### config.mk
export PLATFORM = sky130hd
export DESIGN_NAME = wb_arbiter_flat
export DESIGN_NICKNAME = d
export VERILOG_FILES = /design/src/rtl/wb_arbiter_if.sv /design/src/rtl/wb_arbiter.sv /design/src/flat_wrapper.sv
export SDC_FILE = /design/constraint.sdc
export NUM_CORES = 1
export LEC_CHECK = 0
export CORE_MARGIN = 4
export CORE_UTILIZATION = 48
export CTS_CLUSTER_DIAMETER = 200
export CTS_CLUSTER_SIZE = 24
export DETAILED_ROUTE_END_ITERATION = 12
export GPL_TIMING_DRIVEN = 0
export PLACE_DENSITY_LB_ADDON = 0.2
export REMOVE_ABC_BUFFERS = 1
export SYNTH_ARGS = -nofsm -noshare
export SYNTH_HDL_FRONTEND = slang
export SYNTH_SLANG_ARGS = --single-unit
### constraint.sdc
create_clock -name clk -period 4.2 [get_ports clk]
set_input_delay 1.05 -clock clk [delete_from_list [all_inputs] [get_ports clk]]
set_output_delay 1.05 -clock clk [all_outputs]
set_load 0.02 [all_outputs]
### src/rtl/wb_arbiter_if.sv
// ---------------------------------------------------------------------------
// wb_arbiter_if
// Bundles the write-back arbiter's source, register-file and status signals.
//   ex_*      : execute-stage result (single cycle, never stalled)
//   lsu_*     : load result offer / accept handshake
//   mdu_*     : multiply/divide result offer / accept handshake
//   rd_*, wen : register-file write port
//   pend_mask : destinations currently queued in the FIFO
//   fifo_cnt  : FIFO occupancy
// Modports: slave = arbiter side, master = pipeline / testbench side.
// ---------------------------------------------------------------------------
interface wb_arbiter_if #(
  parameter int DEPTH = 4
) ();
  localparam int PTR_W = $clog2(DEPTH);

  logic             ex_wen;
  logic [4:0]       ex_waddr;
  logic [31:0]      ex_wdata;
  logic             lsu_valid;
  logic             lsu_ready;
  logic [4:0]       lsu_waddr;
  logic [31:0]      lsu_wdata;
  logic             mdu_valid;
  logic             mdu_ready;
  logic [4:0]       mdu_waddr;
  logic [31:0]      mdu_wdata;
  logic [4:0]       rd_waddr;
  logic [31:0]      rd_wdata;
  logic             wen;
  logic [31:0]      pend_mask;
  logic [PTR_W:0]   fifo_cnt;

  modport slave (
    input  ex_wen, ex_waddr, ex_wdata,
    input  lsu_valid, lsu_waddr, lsu_wdata,
    input  mdu_valid, mdu_waddr, mdu_wdata,
    output lsu_ready, mdu_ready,
    output rd_waddr, rd_wdata, wen,
    output pend_mask, fifo_cnt
  );

  modport master (
    output ex_wen, ex_waddr, ex_wdata,
    output lsu_valid, lsu_waddr, lsu_wdata,
    output mdu_valid, mdu_waddr, mdu_wdata,
    input  lsu_ready, mdu_ready,
    input  rd_waddr, rd_wdata, wen,
    input  pend_mask, fifo_cnt
  );
endinterface

### src/rtl/wb_arbiter.sv
// ---------------------------------------------------------------------------
// wb_arbiter
// Owns the single register-file write port. Execute results go straight to
// the registered output stage; LSU and MDU results are queued in a DEPTH-entry
// FIFO and drained whenever execute has no write that cycle.
// Ports:
//   clk  : clock, all state on rising edge
//   rst  : synchronous active-high reset, discards queued results
//   bus  : wb_arbiter_if.slave (sources, register-file port, status)
// Optional build macro:
//   WB_KILL_EN : an execute write to xn invalidates queued entries for xn,
//                which are then popped without writing (keeps WAW order).
// ---------------------------------------------------------------------------
module wb_arbiter #(
  parameter int DEPTH = 4
) (
  input  logic         clk,
  input  logic         rst,
  wb_arbiter_if.slave  bus
);
  localparam int PTR_W = $clog2(DEPTH);
  localparam logic [PTR_W:0] DEPTH_C = (PTR_W+1)'(DEPTH);

  // FIFO storage and pointers
  logic [4:0]       ent_waddr_q [DEPTH];
  logic [31:0]      ent_wdata_q [DEPTH];
  logic [PTR_W-1:0] wr_ptr_q;
  logic [PTR_W-1:0] rd_ptr_q;
  logic [PTR_W:0]   cnt_q;
`ifdef WB_KILL_EN
  logic [DEPTH-1:0] ent_kill_q;
  logic [DEPTH-1:0] kill_hit_s;
`endif

  // Output stage
  logic             wen_q,      wen_d;
  logic [4:0]       rd_waddr_q, rd_waddr_d;
  logic [31:0]      rd_wdata_q, rd_wdata_d;

  // Control
  logic             ex_act_s;
  logic             pop_s;
  logic             head_live_s;
  logic             lsu_ready_s;
  logic             mdu_ready_s;
  logic             push_s;
  logic [4:0]       push_waddr_s;
  logic [31:0]      push_wdata_s;
  logic [DEPTH-1:0] occ_s;
  logic [31:0]      pend_mask_s;

  // Occupied-slot decode: slot i holds data when its distance from the
  // read pointer is below the occupancy count.
  always_comb begin
    occ_s = '0;
    for (int i = 0; i < DEPTH; i++) begin
      if ({1'b0, PTR_W'(i) - rd_ptr_q} < cnt_q) begin
        occ_s[i] = 1'b1;
      end else begin
        occ_s[i] = 1'b0;
      end
    end
  end

  // Arbitration and push/pop decisions.
  always_comb begin
    // x0 from execute is a non-write, leaving the slot free for a pop.
    ex_act_s    = bus.ex_wen && (bus.ex_waddr != 5'd0);
    pop_s       = !ex_act_s && (cnt_q != '0);
    lsu_ready_s = !rst && ((cnt_q < DEPTH_C) || pop_s);
    mdu_ready_s = lsu_ready_s && !bus.lsu_valid;
    push_s       = 1'b0;
    push_waddr_s = 5'd0;
    push_wdata_s = 32'd0;
    // x0 handshakes complete but store nothing.
    if (bus.lsu_valid && lsu_ready_s && (bus.lsu_waddr != 5'd0)) begin
      push_s       = 1'b1;
      push_waddr_s = bus.lsu_waddr;
      push_wdata_s = bus.lsu_wdata;
    end else if (bus.mdu_valid && mdu_ready_s && (bus.mdu_waddr != 5'd0)) begin
      push_s       = 1'b1;
      push_waddr_s = bus.mdu_waddr;
      push_wdata_s = bus.mdu_wdata;
    end else begin
      push_s       = 1'b0;
    end
  end

`ifdef WB_KILL_EN
  // Entries matching an accepted execute destination are invalidated.
  always_comb begin
    kill_hit_s = '0;
    for (int i = 0; i < DEPTH; i++) begin
      if (ex_act_s && occ_s[i] && (ent_waddr_q[i] == bus.ex_waddr)) begin
        kill_hit_s[i] = 1'b1;
      end else begin
        kill_hit_s[i] = 1'b0;
      end
    end
  end
`endif

  // Head liveness and pending-destination mask.
  always_comb begin
`ifdef WB_KILL_EN
    head_live_s = !ent_kill_q[rd_ptr_q];
`else
    head_live_s = 1'b1;
`endif
    pend_mask_s = 32'd0;
    for (int i = 0; i < DEPTH; i++) begin
`ifdef WB_KILL_EN
      if (occ_s[i] && !ent_kill_q[i]) begin
`else
      if (occ_s[i]) begin
`endif
        pend_mask_s = pend_mask_s | (32'd1 << ent_waddr_q[i]);
      end else begin
        pend_mask_s = pend_mask_s;
      end
    end
  end

  // Next value of the output stage.
  always_comb begin
    wen_d      = 1'b0;
    rd_waddr_d = rd_waddr_q;
    rd_wdata_d = rd_wdata_q;
    if (ex_act_s) begin
      wen_d      = 1'b1;
      rd_waddr_d = bus.ex_waddr;
      rd_wdata_d = bus.ex_wdata;
    end else if (pop_s) begin
      // A killed head still pops but produces no write.
      wen_d      = head_live_s;
      rd_waddr_d = ent_waddr_q[rd_ptr_q];
      rd_wdata_d = ent_wdata_q[rd_ptr_q];
    end else begin
      wen_d      = 1'b0;
    end
  end

  // State update: FIFO, pointers, occupancy and output stage.
  always_ff @(posedge clk) begin
    if (rst) begin
      wr_ptr_q   <= '0;
      rd_ptr_q   <= '0;
      cnt_q      <= '0;
      wen_q      <= 1'b0;
      rd_waddr_q <= 5'd0;
      rd_wdata_q <= 32'd0;
      for (int i = 0; i < DEPTH; i++) begin
        ent_waddr_q[i] <= 5'd0;
        ent_wdata_q[i] <= 32'd0;
      end
`ifdef WB_KILL_EN
      ent_kill_q <= '0;
`endif
    end else begin
      wen_q      <= wen_d;
      rd_waddr_q <= rd_waddr_d;
      rd_wdata_q <= rd_wdata_d;
`ifdef WB_KILL_EN
      ent_kill_q <= ent_kill_q | kill_hit_s;
`endif
      if (push_s) begin
        ent_waddr_q[wr_ptr_q] <= push_waddr_s;
        ent_wdata_q[wr_ptr_q] <= push_wdata_s;
        wr_ptr_q              <= wr_ptr_q + PTR_W'(1);
`ifdef WB_KILL_EN
        // A push never coincides with a kill of its own slot: a full-FIFO
        // push needs a pop, which excludes an execute write.
        ent_kill_q[wr_ptr_q]  <= 1'b0;
`endif
      end else begin
        wr_ptr_q <= wr_ptr_q;
      end
      if (pop_s) begin
        rd_ptr_q <= rd_ptr_q + PTR_W'(1);
      end else begin
        rd_ptr_q <= rd_ptr_q;
      end
      case ({push_s, pop_s})
        2'b10:   cnt_q <= cnt_q + (PTR_W+1)'(1);
        2'b01:   cnt_q <= cnt_q - (PTR_W+1)'(1);
        default: cnt_q <= cnt_q;
      endcase
    end
  end

  assign bus.lsu_ready = lsu_ready_s;
  assign bus.mdu_ready = mdu_ready_s;
  assign bus.wen       = wen_q;
  assign bus.rd_waddr  = rd_waddr_q;
  assign bus.rd_wdata  = rd_wdata_q;
  assign bus.pend_mask = pend_mask_s;
  assign bus.fifo_cnt  = cnt_q;

endmodule

### src/flat_wrapper.sv
// flat-port wrapper written by rule: the top's interface ports become plain ports
module wb_arbiter_flat 
#(
  parameter int DEPTH = 4
)
  (clk, rst, bus_ex_wen, bus_ex_waddr, bus_ex_wdata, bus_lsu_valid, bus_lsu_waddr, bus_lsu_wdata, bus_mdu_valid, bus_mdu_waddr, bus_mdu_wdata, bus_lsu_ready, bus_mdu_ready, bus_rd_waddr, bus_rd_wdata, bus_wen, bus_pend_mask, bus_fifo_cnt);
  wb_arbiter_if #(.DEPTH(DEPTH)) bus_i ();
  input  logic clk;
  input  logic rst;
  input wire logic [$bits(bus_i.ex_wen)-1:0] bus_ex_wen;
  input wire logic [$bits(bus_i.ex_waddr)-1:0] bus_ex_waddr;
  input wire logic [$bits(bus_i.ex_wdata)-1:0] bus_ex_wdata;
  input wire logic [$bits(bus_i.lsu_valid)-1:0] bus_lsu_valid;
  input wire logic [$bits(bus_i.lsu_waddr)-1:0] bus_lsu_waddr;
  input wire logic [$bits(bus_i.lsu_wdata)-1:0] bus_lsu_wdata;
  input wire logic [$bits(bus_i.mdu_valid)-1:0] bus_mdu_valid;
  input wire logic [$bits(bus_i.mdu_waddr)-1:0] bus_mdu_waddr;
  input wire logic [$bits(bus_i.mdu_wdata)-1:0] bus_mdu_wdata;
  output wire logic [$bits(bus_i.lsu_ready)-1:0] bus_lsu_ready;
  output wire logic [$bits(bus_i.mdu_ready)-1:0] bus_mdu_ready;
  output wire logic [$bits(bus_i.rd_waddr)-1:0] bus_rd_waddr;
  output wire logic [$bits(bus_i.rd_wdata)-1:0] bus_rd_wdata;
  output wire logic [$bits(bus_i.wen)-1:0] bus_wen;
  output wire logic [$bits(bus_i.pend_mask)-1:0] bus_pend_mask;
  output wire logic [$bits(bus_i.fifo_cnt)-1:0] bus_fifo_cnt;
  assign bus_i.ex_wen = bus_ex_wen;
  assign bus_i.ex_waddr = bus_ex_waddr;
  assign bus_i.ex_wdata = bus_ex_wdata;
  assign bus_i.lsu_valid = bus_lsu_valid;
  assign bus_i.lsu_waddr = bus_lsu_waddr;
  assign bus_i.lsu_wdata = bus_lsu_wdata;
  assign bus_i.mdu_valid = bus_mdu_valid;
  assign bus_i.mdu_waddr = bus_mdu_waddr;
  assign bus_i.mdu_wdata = bus_mdu_wdata;
  assign bus_lsu_ready = bus_i.lsu_ready;
  assign bus_mdu_ready = bus_i.mdu_ready;
  assign bus_rd_waddr = bus_i.rd_waddr;
  assign bus_rd_wdata = bus_i.rd_wdata;
  assign bus_wen = bus_i.wen;
  assign bus_pend_mask = bus_i.pend_mask;
  assign bus_fifo_cnt = bus_i.fifo_cnt;
  wb_arbiter #(.DEPTH(DEPTH)) u_core (.clk(clk), .rst(rst), .bus(bus_i));
endmodule
==> flow_summary.html <==
<table>
<tr><th>Metric</th><th>Value</th></tr>
<tr><th colspan="2">Worst setup path</th></tr>
<tr><td>Worst r2r src</td><td>u_core.bus.fifo_cnt[2]</td></tr>
<tr><td>Terminus of the critical flop-to-flop path</td><td>u_core.bus.fifo_cnt[2]</td></tr>
<tr><td>WP data arrival</td><td>3050 ps</td></tr>
<tr><td>Ordered list of cells on the worst path</td><td>inv_1 &gt; ha_1 &gt; a21boi_0 &gt; o21ba_2 &gt; nor3_2 &gt; o2bb2ai_1 &gt; a221o_1 &gt; clkdlybuf4s50_1</td></tr>
<tr><td>Stage delay of the slowest cell on the critical path</td><td>600 ps</td></tr>
<tr><td>Kind of cell adding the most delay to the critical path</td><td>buffers and inverters</td></tr>
<tr><td>Critical path launch point</td><td>u_core.bus.fifo_cnt[1]</td></tr>
<tr><td>Total buffers and inverters traversed by the critical path</td><td>2</td></tr>
<tr><td>Crit path max-delay cell type</td><td>sky130_fd_sc_hd__clkdlybuf4s50_1</td></tr>
<tr><td>Worst Path Required</td><td>3150 ps</td></tr>
<tr><td>Setup CP Type</td><td>reg2out</td></tr>
<tr><td>CP max FO</td><td>5</td></tr>
<tr><td>Category of the worst setup path capture point</td><td>output pin</td></tr>
<tr><td>Crit. path cell count</td><td>8</td></tr>
<tr><td>FF-to-FF path depth</td><td>10</td></tr>
<tr><td>Type of origin of the critical path</td><td>register</td></tr>
<tr><td>CP Capture Point</td><td>bus_pend_mask[21]</td></tr>
<tr><td>Worst-case register-to-register setup slack</td><td>660 ps</td></tr>
<tr><th colspan="2">Global routing</th></tr>
<tr><td>Largest net degree at the start of global routing</td><td>39</td></tr>
<tr><td>GRT overflow</td><td>0</td></tr>
<tr><td>Global Route Usage Sum</td><td>0.238</td></tr>
<tr><td>Global-route wire length before repair</td><td>44,100 microns</td></tr>
<tr><td>Number of global-route vias before repair</td><td>7,878</td></tr>
<tr><td>Antenna violations before repair</td><td>1</td></tr>
<tr><th colspan="2">Yosys</th></tr>
<tr><td>Portion of the post-synthesis area used by sequential elements</td><td>0.533</td></tr>
<tr><td>Instance count of the mapped netlist</td><td>868</td></tr>
<tr><td>Number of synthesized register bits</td><td>195</td></tr>
<tr><td>Average size of a mapped cell</td><td>11.6 sq um</td></tr>
<tr><td>Largest area contributor in the synthesized netlist</td><td>sky130_fd_sc_hd__edfxtp_1</td></tr>
<tr><td>Syn. warnings</td><td>0</td></tr>
<tr><td>Ys flop type</td><td>sky130_fd_sc_hd__edfxtp_1</td></tr>
<tr><td>Share of the synthesized area in the top cell type</td><td>0.440</td></tr>
<tr><td>Summed instance area of the synthesized netlist</td><td>0.0101 sq mm</td></tr>
<tr><td>Number of distinct library cells after synthesis</td><td>56</td></tr>
<tr><td>Most used standard cells in the synthesized netlist</td><td>sky130_fd_sc_hd__nor2_1, sky130_fd_sc_hd__edfxtp_1, sky130_fd_sc_hd__nand2_1, sky130_fd_sc_hd__dfxtp_1, sky130_fd_sc_hd__a21oi_1</td></tr>
<tr><td>Most numerous cell in the Yosys netlist</td><td>sky130_fd_sc_hd__nor2_1</td></tr>
<tr><td>Asr flop ratio synth</td><td>0</td></tr>
<tr><td>Number of enable-type register cells in the synthesized netlist</td><td>148</td></tr>
<tr><td>Top cells by area in the synthesized netlist</td><td>sky130_fd_sc_hd__edfxtp_1, sky130_fd_sc_hd__dfxtp_1, sky130_fd_sc_hd__mux4_2, sky130_fd_sc_hd__nor2_1, sky130_fd_sc_hd__a22oi_4</td></tr>
<tr><th colspan="2">Power</th></tr>
<tr><td>Peak supply drop</td><td>383 uV</td></tr>
<tr><td>Tot Pwr</td><td>6.65 mW</td></tr>
<tr><td>Cell area power density</td><td>505 mW/mm^2</td></tr>
<tr><td>Cell leakage power</td><td>5.22 nW</td></tr>
<tr><th colspan="2">Floorplan</th></tr>
<tr><td>Height of the die</td><td>153 microns</td></tr>
<tr><td>Core Footprint</td><td>0.0205 sq mm</td></tr>
<tr><td>Area enclosed by the die boundary</td><td>0.0234 sq mm</td></tr>
<tr><td>Horizontal extent of the die</td><td>153 microns</td></tr>
<tr><td>I/O pin count</td><td>191</td></tr>
<tr><td>Rows</td><td>52</td></tr>
<tr><td>Initial Util</td><td>0.493</td></tr>
<tr><th colspan="2">Clock network</th></tr>
<tr><td>Clock-pin slew reported for the worst setup and hold paths after clock tree synthesis</td><td>80 ps</td></tr>
<tr><td>Clock buffer depth</td><td>2</td></tr>
<tr><td>Maximum level of the CTS H-tree</td><td>4</td></tr>
<tr><td>Total clock buffers created by CTS</td><td>17</td></tr>
<tr><td>TritonCTS sink count</td><td>195</td></tr>
<tr><td>Worst-Skew Late Latency</td><td>440 ps</td></tr>
<tr><td>Count of hold buffers inserted by post-cts repair</td><td>0</td></tr>
<tr><td>Clock root buffer</td><td>sky130_fd_sc_hd__clkbuf_16</td></tr>
<tr><td>CTS tree</td><td>yes</td></tr>
<tr><th colspan="2">Status</th></tr>
<tr><td>Run status</td><td>completed</td></tr>
<tr><th colspan="2">Min path</th></tr>
<tr><td>Class of the tightest hold or removal check</td><td>reg2reg</td></tr>
<tr><th colspan="2">Routing</th></tr>
<tr><td>Count of routing violations after the opening detailed-route iteration</td><td>689</td></tr>
<tr><td>Routed wire length per instance</td><td>21.2 microns</td></tr>
<tr><td>Total via count in the routed design</td><td>7,812</td></tr>
<tr><td>Vias per Instance</td><td>5.92</td></tr>
<tr><td>Remaining design rule violation count</td><td>0</td></tr>
<tr><td>Residual antenna-violating net count after detailed routing</td><td>0</td></tr>
<tr><td>Final wirelength</td><td>28,000 microns</td></tr>
<tr><td>Length of the first detailed-routing pass in iterations</td><td>5</td></tr>
<tr><th colspan="2">STA</th></tr>
<tr><td>Endpoints failing setup</td><td>0</td></tr>
<tr><td>Worst path setup slack after routing</td><td>95.5 ps</td></tr>
<tr><td>Final Hold Vio Count</td><td>0</td></tr>
<tr><td>Unrepaired setup endpoints after global routing</td><td>true</td></tr>
<tr><td>Max-slew violation count</td><td>0</td></tr>
<tr><td>Relative slew margins</td><td>0.329</td></tr>
<tr><td>Min Hold Slack</td><td>547 ps</td></tr>
<tr><td>Measured slew at the worst slew-check pin</td><td>1010 ps</td></tr>
<tr><td>Fmax</td><td>244 MHz</td></tr>
<tr><td>Post-Route Skew</td><td>21.0 ps</td></tr>
<tr><td>Final critical-path share of the clock period</td><td>0.977</td></tr>
<tr><td>Final total negative setup slack</td><td>0 ps</td></tr>
<tr><td>Fin crit period</td><td>4100 ps</td></tr>
<tr><th colspan="2">Layout</th></tr>
<tr><td>Final core occ</td><td>0.642</td></tr>
<tr><td>Layout cells sized above 1</td><td>0.152</td></tr>
<tr><td>Area Growth Syn to Fin</td><td>30.4%</td></tr>
<tr><td>Layout Nets</td><td>1,159</td></tr>
<tr><td>Diode insertion count for antenna repair</td><td>0</td></tr>
<tr><th colspan="2">Placed design</th></tr>
<tr><td>Number of input and output port buffers inserted</td><td>190</td></tr>
<tr><td>Routability-driven placement congestion ratio</td><td>0.979</td></tr>
<tr><td>Placed wire-length estimate after detailed placement</td><td>19,300 microns</td></tr>
<tr><td>Setup slack at placement</td><td>-214 ps</td></tr>
<tr><th colspan="2">Run</th></tr>
<tr><td>Max cap viols</td><td>0</td></tr>
</table>
[metal layers]
metal / part of all wire / vias up / wire (microns) / global-route usage
li1: - / 3567 / - / -
met1: 0.41 / 3851 / 11600 / 0.324
met3: 0.078 / 45 / 2180 / 0.0534
met2: 0.49 / 347 / 13700 / 0.391
met4: 0.017 / 2 / 488 / 0.0598
met5: 0.00039 / - / 11 / 0
[per-stage QoR]
step           area, sq um  instances
2_1_floorplan         9800        810
3_3_place_gp         12000       1270
3_5_place_dp         12400       1287
4_1_cts              13100       1319
5_1_grt              13200       1320
6_report             13200       1320
[area by class of cell]
type	instances	area (sq um)
clock inverter	14	184
tap	270	338
multi-input combinational	570	4400
sequential	195	5390
clock buffer	18	429
fill	1616	7330
timing repair buffer	208	2250
inverter	45	169
[registers in the layout, summed over array words and instances, names as in the netlist, named ones only]
name / cells
u_core.ent_wdata_q: 128
u_core.bus.rd_wdata: 32
u_core.ent_waddr_q: 20
u_core.bus.rd_waddr: 5
u_core.bus.fifo_cnt: 3
u_core.rd_ptr_q: 2
u_core.wr_ptr_q: 2
u_core.bus.wen: 1
[timing repair]
| action | 4_1_cts | 5_1_grt |
|---|---|---|
| setup endpoints to repair | 21 | 28 |
| setup buffers | 0 | 1 |
| hold endpoints to repair | 0 | 0 |
| gates resized for setup | 7 | 14 |
| pin swaps | 0 | 1 |
[power by group]
group | total (mW) | switching (mW) | leakage [nW] | internal (mW)
registers | 2.56 | 0.209 | 1.93 | 2.35
clock network | 1.65 | 0.792 | 0.298 | 0.862
logic | 2.43 | 1.43 | 2.99 | 1.01
total | 6.65 | 2.43 | 5.22 | 4.23
[worst min-delay path by stage]
stage,startpoint,endpoint,slack [ps],cells past startpoint
after floorplan,u_core.wr_ptr_q[0],u_core.wr_ptr_q[1],550,3
after global placement,u_core.bus.rd_wdata[7],u_core.bus.rd_wdata[7],530,2
after detailed placement,u_core.bus.rd_wdata[19],u_core.bus.rd_wdata[19],530,2
after CTS,u_core.bus.rd_wdata[19],u_core.bus.rd_wdata[19],550,2
after global routing,u_core.bus.rd_wdata[16],u_core.bus.rd_wdata[16],580,2
final,u_core.bus.rd_wdata[18],u_core.bus.rd_wdata[18],550,2
[cell usage in the layout, fill, tap and decap left out, types with 4 or more instances in the layout]
master and count:
sky130_fd_sc_hd__a22o_1 5, sky130_fd_sc_hd__a221o_1 14, sky130_fd_sc_hd__inv_1 43, sky130_fd_sc_hd__a21oi_1 42
sky130_fd_sc_hd__or2_2 4, sky130_fd_sc_hd__and2_1 5, sky130_fd_sc_hd__clkinv_8 4, sky130_fd_sc_hd__a2bb2oi_1 5
sky130_fd_sc_hd__edfxtp_1 148, sky130_fd_sc_hd__a22oi_4 30, sky130_fd_sc_hd__a22oi_1 10, sky130_fd_sc_hd__ha_1 5
sky130_fd_sc_hd__inv_8 4, sky130_fd_sc_hd__nand2_1 67, sky130_fd_sc_hd__nor2b_1 11, sky130_fd_sc_hd__nor2_1 173
sky130_fd_sc_hd__nor2_4 4, sky130_fd_sc_hd__a211oi_1 36, sky130_fd_sc_hd__o221ai_1 10, sky130_fd_sc_hd__nand3_1 13
sky130_fd_sc_hd__o21ai_0 4, sky130_fd_sc_hd__xnor2_1 4, sky130_fd_sc_hd__o22ai_1 10, sky130_fd_sc_hd__nor3_1 9
sky130_fd_sc_hd__clkdlybuf4s50_1 187, sky130_fd_sc_hd__o32ai_1 6, sky130_fd_sc_hd__buf_12 11, sky130_fd_sc_hd__nand2b_1 10
sky130_fd_sc_hd__clkbuf_16 17, sky130_fd_sc_hd__mux4_2 37, sky130_fd_sc_hd__dfxtp_1 45
[worst min-delay path: cells and delay by family (launching register included)]
family / cells / cell delay (ps)
flops: 1 / 320
compound gates: 2 / 190
[cell families (layout without fill, tap and decap cells)]
kind of cell	Yosys count	after routing	synth area share
simple gates	316	316	0.134
compound gates	205	205	0.190
flops	195	195	0.533
buf+inv	103	285	0.0466
mux	37	37	0.0825
fa+ha+maj	6	6	0.00818
xor+xnor	6	6	0.00520
(Power assumes the default switching activity.)
